--- config.mk ---
export PLATFORM = sky130hd
export DESIGN_NAME = rom_port_arbiter
export DESIGN_NICKNAME = d
export VERILOG_FILES = /design/src/rtl/rom_port_arbiter.sv
export SDC_FILE = /design/constraint.sdc
export NUM_CORES = 1
export LEC_CHECK = 0
export CAP_MARGIN = 40
export CORE_ASPECT_RATIO = 0.8
export CORE_MARGIN = 4
export CORE_UTILIZATION = 36
export DETAILED_ROUTE_END_ITERATION = 7
export PLACE_DENSITY = 0.81
export SYNTH_ARGS = -nofsm -noshare
export SYNTH_HDL_FRONTEND = slang
export SYNTH_SLANG_ARGS = --single-unit
--- constraint.sdc ---
create_clock -name clk -period 1.5 [get_ports clk]
set_clock_uncertainty 0.15 [all_clocks]
set_input_delay 0.45 -clock clk [delete_from_list [all_inputs] [get_ports clk]]
set_output_delay 0.45 -clock clk [all_outputs]
set_load 0.005 [all_outputs]
--- src/rtl/rom_port_arbiter.sv ---
// rom_port_arbiter: shares one combinational ROM read port between fetch and data requesters
module rom_port_arbiter #(
  parameter int ADDR_WIDTH = 16,
  parameter int DATA_WIDTH = 16,
  parameter int ROM_LENGTH = 256,
  parameter int IF_BURST = 4
) (
  input  logic                  clk,
  input  logic                  rst,
  input  logic                  if_req_valid,
  input  logic [ADDR_WIDTH-1:0] if_req_addr,
  output logic                  if_req_ready,
  input  logic                  if_flush,
  output logic                  if_rsp_valid,
  output logic [DATA_WIDTH-1:0] if_rsp_data,
  input  logic                  dm_req_valid,
  input  logic [ADDR_WIDTH-1:0] dm_req_addr,
  output logic                  dm_req_ready,
  output logic                  dm_rsp_valid,
  output logic [DATA_WIDTH-1:0] dm_rsp_data,
  output logic                  dm_rsp_err,
  output logic [ADDR_WIDTH-1:0] rom_addr,
  input  logic [DATA_WIDTH-1:0] rom_data
);
  typedef enum logic [1:0] {OWN_NONE, OWN_IF, OWN_DM} owner_t;
  localparam logic [3:0] BURST = 4'(IF_BURST);
  localparam logic [ADDR_WIDTH:0] LEN = (ADDR_WIDTH+1)'(ROM_LENGTH);
  owner_t owner;
  logic [3:0] starve_cnt;
  logic err1;
  logic if_hit;
  always_comb begin
    dm_req_ready = !rst && dm_req_valid && (!if_req_valid || starve_cnt >= BURST);
    if_req_ready = !rst && if_req_valid && !dm_req_ready;
    if_hit = owner == OWN_IF && !if_flush;
  end
  always_ff @(posedge clk) begin
    if (rst) begin
      starve_cnt <= '0;
      owner <= OWN_NONE;
      err1 <= 1'b0;
      rom_addr <= '0;
      if_rsp_valid <= 1'b0;
      if_rsp_data <= '0;
      dm_rsp_valid <= 1'b0;
      dm_rsp_data <= '0;
      dm_rsp_err <= 1'b0;
    end else begin
      starve_cnt <= (dm_req_ready || !dm_req_valid) ? '0 :
                    (if_req_ready && starve_cnt != 4'hf) ? starve_cnt + 4'd1 : starve_cnt;
      owner <= if_req_ready ? OWN_IF : dm_req_ready ? OWN_DM : OWN_NONE;
      rom_addr <= if_req_ready ? if_req_addr : dm_req_ready ? dm_req_addr : rom_addr;
      err1 <= {1'b0, dm_req_addr} >= LEN;
      if_rsp_valid <= if_hit;
      if_rsp_data <= if_hit ? rom_data : if_rsp_data;
      dm_rsp_valid <= owner == OWN_DM;
      dm_rsp_data <= owner == OWN_DM ? (err1 ? '0 : rom_data) : dm_rsp_data;
      dm_rsp_err <= owner == OWN_DM && err1;
    end
  end
endmodule

Yosys cells after proc, flatten, opt, wreduce, memory -nomap -nowiden
Cells that the tools add are included.
{"block": "totals", "reg_bits": 58, "input_bits": 53, "out_inout_bits": 53, "wordCells": 38}
{"block": "op_classes", "addsub": 1, "order_cmp": 2, "eq_ne": 3, "muxes": 5, "reduce_logical": 17}
{"op": "16-bit two-way mux", "count": 3}
{"op": "16-bit by 9-bit >= comparator with 1-bit output (second input constant)", "count": 1}
{"op": "1-bit logical AND", "count": 7}
{"op": "1-bit logical NOT", "count": 5}
{"op": "4-bit by 1-bit adder with 4-bit output (second input constant)", "count": 1}
{"op": "4-bit by 3-bit >= comparator with 1-bit output (second input constant)", "count": 1}
{"op": "4-bit inequality test (second input constant)", "count": 1}
{"op": "2-bit OR reduction", "count": 2}
{"op": "2-bit by 1-bit equality test with 1-bit output (second input constant)", "count": 1}
{"op": "2-bit equality test (second input constant)", "count": 1}
{"op": "1-bit logical OR", "count": 2}
{"op": "2-bit two-way mux", "count": 1}
{"op": "2-bit nonzero test", "count": 1}
{"op": "1-bit two-way mux", "count": 1}

Depth between registers and ports, before layout
Gate-level depths: netlist of run 1.
{"block": "depth", "word_depth": 6, "mapped_depth": 6, "ltp_nobuf": 3}

Least setup slack after synthesis of run 1
Ideal clock, no wire load.
{"block": "synth_timing", "path_kind": "input-to-output", "start": "input rst", "end": "output dm_req_ready", "arrival_time_ns": 1.046, "t_required_ns": 0.900, "setup_slack_ns": -0.146, "cell_stages": 5, "path_buffers": 2, "cell_sequence": "buf_6 inv_1 clkbuf_1 nand2_1 a21oi_1"}
{"block": "synth_between", "elab_chain_cells": 3}
{"item": "from (decl)", "line": "9", "source": "input logic rst,"}
{"item": "1-bit logical NOT", "line": "33", "source": "dm_req_ready = !rst && dm_req_valid && (!if_req_valid || starve_cnt >= BURST);"}
{"item": "1-bit logical AND (2 in series)", "line": "33"}
{"item": "to (decl)", "line": "18", "source": "output logic dm_req_ready,"}
No other way between the ends.

Worst setup path in the final report of run 1
{"block": "layout_timing", "start": "register starve_cnt[3]", "end": "output if_req_ready"}
{"block": "layout_between", "elab_chain_cells": 5}
{"item": "from (decl)", "line": "29", "source": "logic [3:0] starve_cnt;"}
{"item": "from (signal assigned)", "line": "49", "source": "starve_cnt <= (dm_req_ready || !dm_req_valid) ? '0 :"}
{"item": "4-bit by 3-bit >= comparator with 1-bit output", "line": "33"}
{"item": "1-bit logical OR", "line": "33"}
{"item": "1-bit logical AND", "line": "33"}
{"item": "1-bit logical NOT", "line": "34", "source": "if_req_ready = !rst && if_req_valid && !dm_req_ready;"}
{"item": "1-bit logical AND", "line": "34"}
{"item": "to (decl)", "line": "12", "source": "output logic if_req_ready,"}
No other way between the ends.

==> out/metrics.csv, run 1 <==
metric;value;unit
clk slew on worst S/H paths;0.06;ns
Starting Density;0.3737;
Num CTS Buffers;9;
first-pass detailed-route iteration total;4;
CP max stage delay;0.32;ns
clock root cell;clkbuf_8;
Max Cap Viol;0;
Nets;400;
number of global-route vias before repair;2220;
Die Y;78.25;µm
vias per inst;5.310;
setup ws final;-0.2537;ns
Synth Instances;220;
FMAX;570.2;MHz
Critical Path RT;0.90;ns
Antenna diodes;0;
CTS tree;built;
most numerous cell in the Yosys netlist;dfxtp_1;
period utilization;1.169;
port bufs;105;
first-pass GRT wire length;11070;µm
vias post-DR;2294;
core area;5943;µm²
Area Overhead vs Synth;67.61;%
cell taking the most area after synthesis;dfxtp_1;
share of the synthesized area in the top cell type;0.5228;
sequential cell area;1206;µm²
DP HPWL;4909;µm
die area;7498;µm²
Critical Path, Cell by Cell;buf_6 > o21a_4 > nor2_4 > buf_2;
Setup CP Type;reg2out;
maximum vdd drop;533.3;µV
post-synthesis sequential area ratio;0.5228;
CP max stage cell;dfxtp_2;
Hold Vio Cnt, Final;0;
main flop type after synthesis;dfxtp_1;
htree depth;3;
Commonest cells post-synth;dfxtp_1, o21ai_0, nor2_1, a21oi_1;
failing checks;negative setup slack;
static leakage;1.492;nW
clk_lat worst skew;0.33;ns
nature of the critical path startpoint;flop;
Final ANT Viol Nets;0;
hold crit path type;reg2reg;
Max Fanout on Critical Path;2;
CTS Buffer Depth;2;
RSZ-0062 raised after global routing;true;
post-synthesis cell type count;32;
synth top area cells;dfxtp_1, mux2i_1, o21ai_0;
Post-synth ARST share;0;
Synth Register Bits;58;
io pins;106;
mean post-synth cell area;10.09;µm²
setup TNS;-0.9643;ns
run status;finished with violations;
Slew Limit Fails;0;
fin util;0.6263;
Fill cells;488;
initial antenna violation count;0;
gr usage total;0.1915;
DRC;0;
Critical Path AT;1.15;ns
# setup viols final;12;
synthesized area;2221;µm²
Area after DPL;3411;µm²
largest net degree at the start of global routing;31;
Multi-input gate area;1030;µm²
First DRT Iteration DRCs;123;
share of layout cells above drive strength 1;0.3561;
row cnt;25;
clock sinks;58;
min Tclk post-route;1.754;ns
chip width;95.82;µm
global route overflow;0;
CP Capture Type;output pin;
Final Instance Area;3722;µm²
Pwr Density;971.4;nW/µm²
Post-synth EDFFs;0;
post-DR wirelength/cell;16.81;µm
Syn. warnings;0;
Synthesized Nets;274;
Final GP Congestion;0.8298;
Final Routed Wirelength;7261;µm
kinds of logic after synthesis:
group | after synthesis | share of synthesized area
adder cells (fa/ha/maj) | 1 | 0.005633
AND/OR/NAND/NOR | 32 | 0.06873
multiplexers | 16 | 0.07211
other | 1 | 0.001689
buffers and inverters | 22 | 0.06253
flip-flops | 58 | 0.5228
AO/OA/AOI/OAI | 90 | 0.2665
cell usage in the layout, fill, tap and decap left out, types with 2 or more instances in the layout:
master / instances
a311oi_2: 3
o21ai_1: 3
a31oi_1: 2
and2b_4: 2
clkbuf_8: 11
clkdlybuf4s15_2: 6
mux2i_1: 16
nor3b_4: 2
clkdlybuf4s50_1: 48
dfxtp_2: 33
buf_4: 21
dfxtp_1: 24
nor4_1: 2
buf_6: 3
a21oi_1: 18
inv_1: 2
a22o_1: 16
clkbuf_2: 22
nor2_4: 2
o21ai_0: 29
buf_8: 2
clkdlybuf4s15_1: 23
nor2_1: 18
buf_2: 5
clkbuf_1: 3
and2_1: 2
a311oi_1: 13
final timing paths:
path                                    start              end  slack [ns]  cells past startpoint
worst max-delay path            starve_cnt[3]     if_req_ready       -0.25                      4
worst min-delay path            starve_cnt[0]    starve_cnt[0]        0.30                      1
worst max register to register       owner[0]  if_rsp_data[13]        0.04                      4
worst min register to register  starve_cnt[0]    starve_cnt[0]        0.30                      1
stage by stage:
step / setup WS (ns) / hold slack, ns / std cells / power, mW
global route: -0.2884 / 0.3281 / 432 / 3.783
floorplan: -0.001847 / 0.2722 / 220 / 1.873
finish: -0.2537 / 0.3024 / 432 / 3.616
detailed placement: -0.9998 / 0.2956 / 405 / 2.209
CTS: -0.2683 / 0.3050 / 428 / 3.636
global placement: -0.8949 / 0.2872 / 404 / 2.194
sequential cells by signal, summed over array words and instances (netlist names):
signal / count
dm_rsp_data: 16
if_rsp_data: 16
rom_addr: 16
starve_cnt: 4
owner: 2
dm_rsp_err: 1
dm_rsp_valid: 1
err1: 1
if_rsp_valid: 1
layer usage:
| metal | vias up | track usage | routed length [µm] |
|---|---|---|---|
| li1 | 1068 | - | - |
| met1 | 1097 | 0.2368 | 2948 |
| met2 | 113 | 0.3005 | 3530 |
| met3 | 16 | 0.06226 | 638 |
| met4 | 0 | 0.08807 | 144 |
| met5 | - | 0 | 0 |
power breakdown:
group / switching [mW] / internal, mW
Combinational: 0.237 / 0.304
Clock: 0.568 / 0.857
Sequential: 0.0373 / 1.61
Total: 0.842 / 2.77
critical path: cells and delay by family (launching register included):
kind	cells	cell delay, ns
buf+inv	2	0.23
simple gates	1	0.08
compound gates	1	0.20
flops	1	0.32
area by class of cell:
cell class / count / share of cell area
flip-flops and latches: 58 / 0.3240
repair buffers: 133 / 0.3160
multi-input cells: 141 / 0.2766
clock buffers: 14 / 0.04370
well taps: 81 / 0.02723
clock inverters: 2 / 0.009412
inverters: 3 / 0.003025
timing repair:
item	4_1_cts	5_1_grt
gates cloned	1	1
gates resized for setup	157	48
endpoints found under the setup margin	97	76
hold buffers	0	0
setup buffers	6	3
pin swaps	3	3
No activity file was read; power rests on OpenSTA's default activity.
==> run 2, diff against run 1 <==
CORE_UTILIZATION = 35   (was 36)
PLACE_DENSITY = 0.79   (was 0.81)
==> run 2 against run 1 <==
  * The run still ends with negative setup slack left
  * Critical endpoint unchanged
  * Sequential cell count stayed put
  * Wire length is 0.29% higher
  * First-iteration DRC count is 27% higher
  * Global-route usage is 0.66 points lower
  * Sequential power hardly changed
  * Non-clock buffer count is 1 lower
  * Worst setup slack better by 0.060 ns
==> out/metrics.csv, run 2 (same netlist as run 1, synthesis figures left out) <==
metric;value;unit;change
Post-CTS Hold Fix Bufs;0;;unchanged
initial antenna violation count;0;;unchanged
period utilization;1.129;;-0.04025
FMAX;590.5;MHz;+3.6%
htree depth;3;;unchanged
maximum vdd drop;531.0;µV;-0.43%
Die Y;79.25;µm;+1.3%
io pins;106;;unchanged
min Tclk post-route;1.693;ns;-0.06038 ns
port bufs;105;;unchanged
Hold Vio Cnt, Final;0;;unchanged
clk slew on worst S/H paths;0.06;ns;about the same
clk_lat worst skew;0.33;ns;about the same
static leakage;1.500;nW;+0.50%
row cnt;25;;unchanged
First DRT Iteration DRCs;156;;+27%
die area;7692;µm²;+2.6%
CP max stage delay;0.33;ns;about the same
DP HPWL;4952;µm;+0.89%
Critical Path, Cell by Cell;o21a_1 > nor2_4 > buf_2;;
share of layout cells above drive strength 1;0.4143;;+0.05816
first-pass detailed-route iteration total;4;;unchanged
DRC;0;;unchanged
Final GP Congestion;0.8628;;+4.0%
Fill cells;518;;+6.1%
Critical Path RT;0.90;ns;about the same
setup ws final;-0.1933;ns;+0.06038 ns
run status;finished with violations;;
Antenna diodes;0;;unchanged
sequential cell area;1212;µm²;+0.52%
Pwr Density;1018;nW/µm²;+4.8%
Max Fanout on Critical Path;3;;+1
vias post-DR;2236;;-2.5%
RSZ-0062 raised after global routing;true;;
Critical Path AT;1.09;ns;-0.06 ns
gr usage total;0.1848;;-0.006646
hold crit path type;reg2reg;;
placed cell count;405;;unchanged
CP max stage cell;dfxtp_2;;
Multi-input gate area;1002;µm²;-2.7%
Slew Limit Fails;0;;unchanged
Starting Density;0.3679;;-0.005809
Num CTS Buffers;9;;unchanged
post-DR wirelength/cell;16.90;µm;+0.52%
largest net degree at the start of global routing;37;;+19%
fin util;0.5977;;-0.02860
failing checks;negative setup slack;;
clock root cell;clkbuf_8;;
Setup CP Type;reg2out;;
final cell count without fillers;431;;-0.23%
Max Cap Viol;0;;unchanged
nature of the critical path startpoint;flop;;
Area Overhead vs Synth;62.48;%;
core area;6037;µm²;+1.6%
Nets;399;;-0.25%
first-pass GRT wire length;11340;µm;+2.4%
clock sinks;58;;unchanged
most frequent cells in the layout;clkdlybuf4s50_1, dfxtp_2, o21ai_0;;
number of global-route vias before repair;2276;;+2.5%
Final ANT Viol Nets;0;;unchanged
CTS tree;built;;
commonest non-fill, non-tap cell in the layout;clkdlybuf4s50_1;;
worst slack, placed;-0.8853;ns;+0.1145 ns
vias per inst;5.188;;-2.3%
Final Routed Wirelength;7282;µm;+0.29%
largest registers;dm_rsp_data: 16 flops, if_rsp_data: 16 flops, rom_addr: 16 flops;;
setup TNS;-0.3216;ns;+0.6427 ns
CP Capture Type;output pin;;
chip width;97.06;µm;+1.3%
# setup viols final;2;;-10
CTS Buffer Depth;2;;unchanged
global route overflow;0;;unchanged
[run 2: routing by layer]
metal  track usage  up-vias  share of wire
met5             0        -              0
met4       0.07854        0          0.013
met3       0.07024       10          0.070
met2        0.3113       97           0.51
met1        0.2114     1060           0.41
li1              -     1069              -
[run 2: worst paths after layout]
kind / start / endpoint / slack (ns) / cells after the start
worst max register to register: owner[0] / if_rsp_data[15] / 0.08 / 4
worst min register to register: starve_cnt[0] / starve_cnt[0] / 0.30 / 1
worst max-delay path: starve_cnt[3] / if_req_ready / -0.19 / 3
worst min-delay path: starve_cnt[0] / starve_cnt[0] / 0.30 / 1
[run 2: cell type report]
class | count | area share
clock buffer | 12 | 0.04577
clock inverter | 4 | 0.01352
inverter | 3 | 0.003121
multi-input combinational | 141 | 0.2777
sequential | 58 | 0.3360
tap | 81 | 0.02809
timing repair buffer | 132 | 0.2958
[run 2: critical path, delay by kind of cell, from the launching register on]
family / cells / cell delay [ns]
AO/OA/AOI/OAI: 1 / 0.23
buffers and inverters: 1 / 0.11
flip-flops: 1 / 0.33
AND/OR/NAND/NOR: 1 / 0.09
[run 2: power breakdown]
part	internal [mW]	switching [mW]	total, mW
Combinational	0.286	0.229	0.515
Sequential	1.62	0.0363	1.65
Clock	0.900	0.608	1.51
[run 2: what timing repair did]
action / in CTS / in global routing
gates resized for setup: 174 / 61
cloned: 1 / 1
setup buffers: 4 / 4
endpoints found under the setup margin: 98 / 79
pin swaps: 3 / 2
hold endpoints to repair: 0 / 0
[run 2: stage by stage]
step / power [mW] / hold WS [ns] / instance area [µm²]
after floorplan: 1.873 / 0.2722 / 2262
after global placement: 2.192 / 0.2886 / 3400
after detailed placement: 2.205 / 0.2955 / 3411
after CTS: 3.702 / 0.3040 / 3745
after global routing: 3.843 / 0.3182 / 3608
final: 3.674 / 0.3003 / 3608
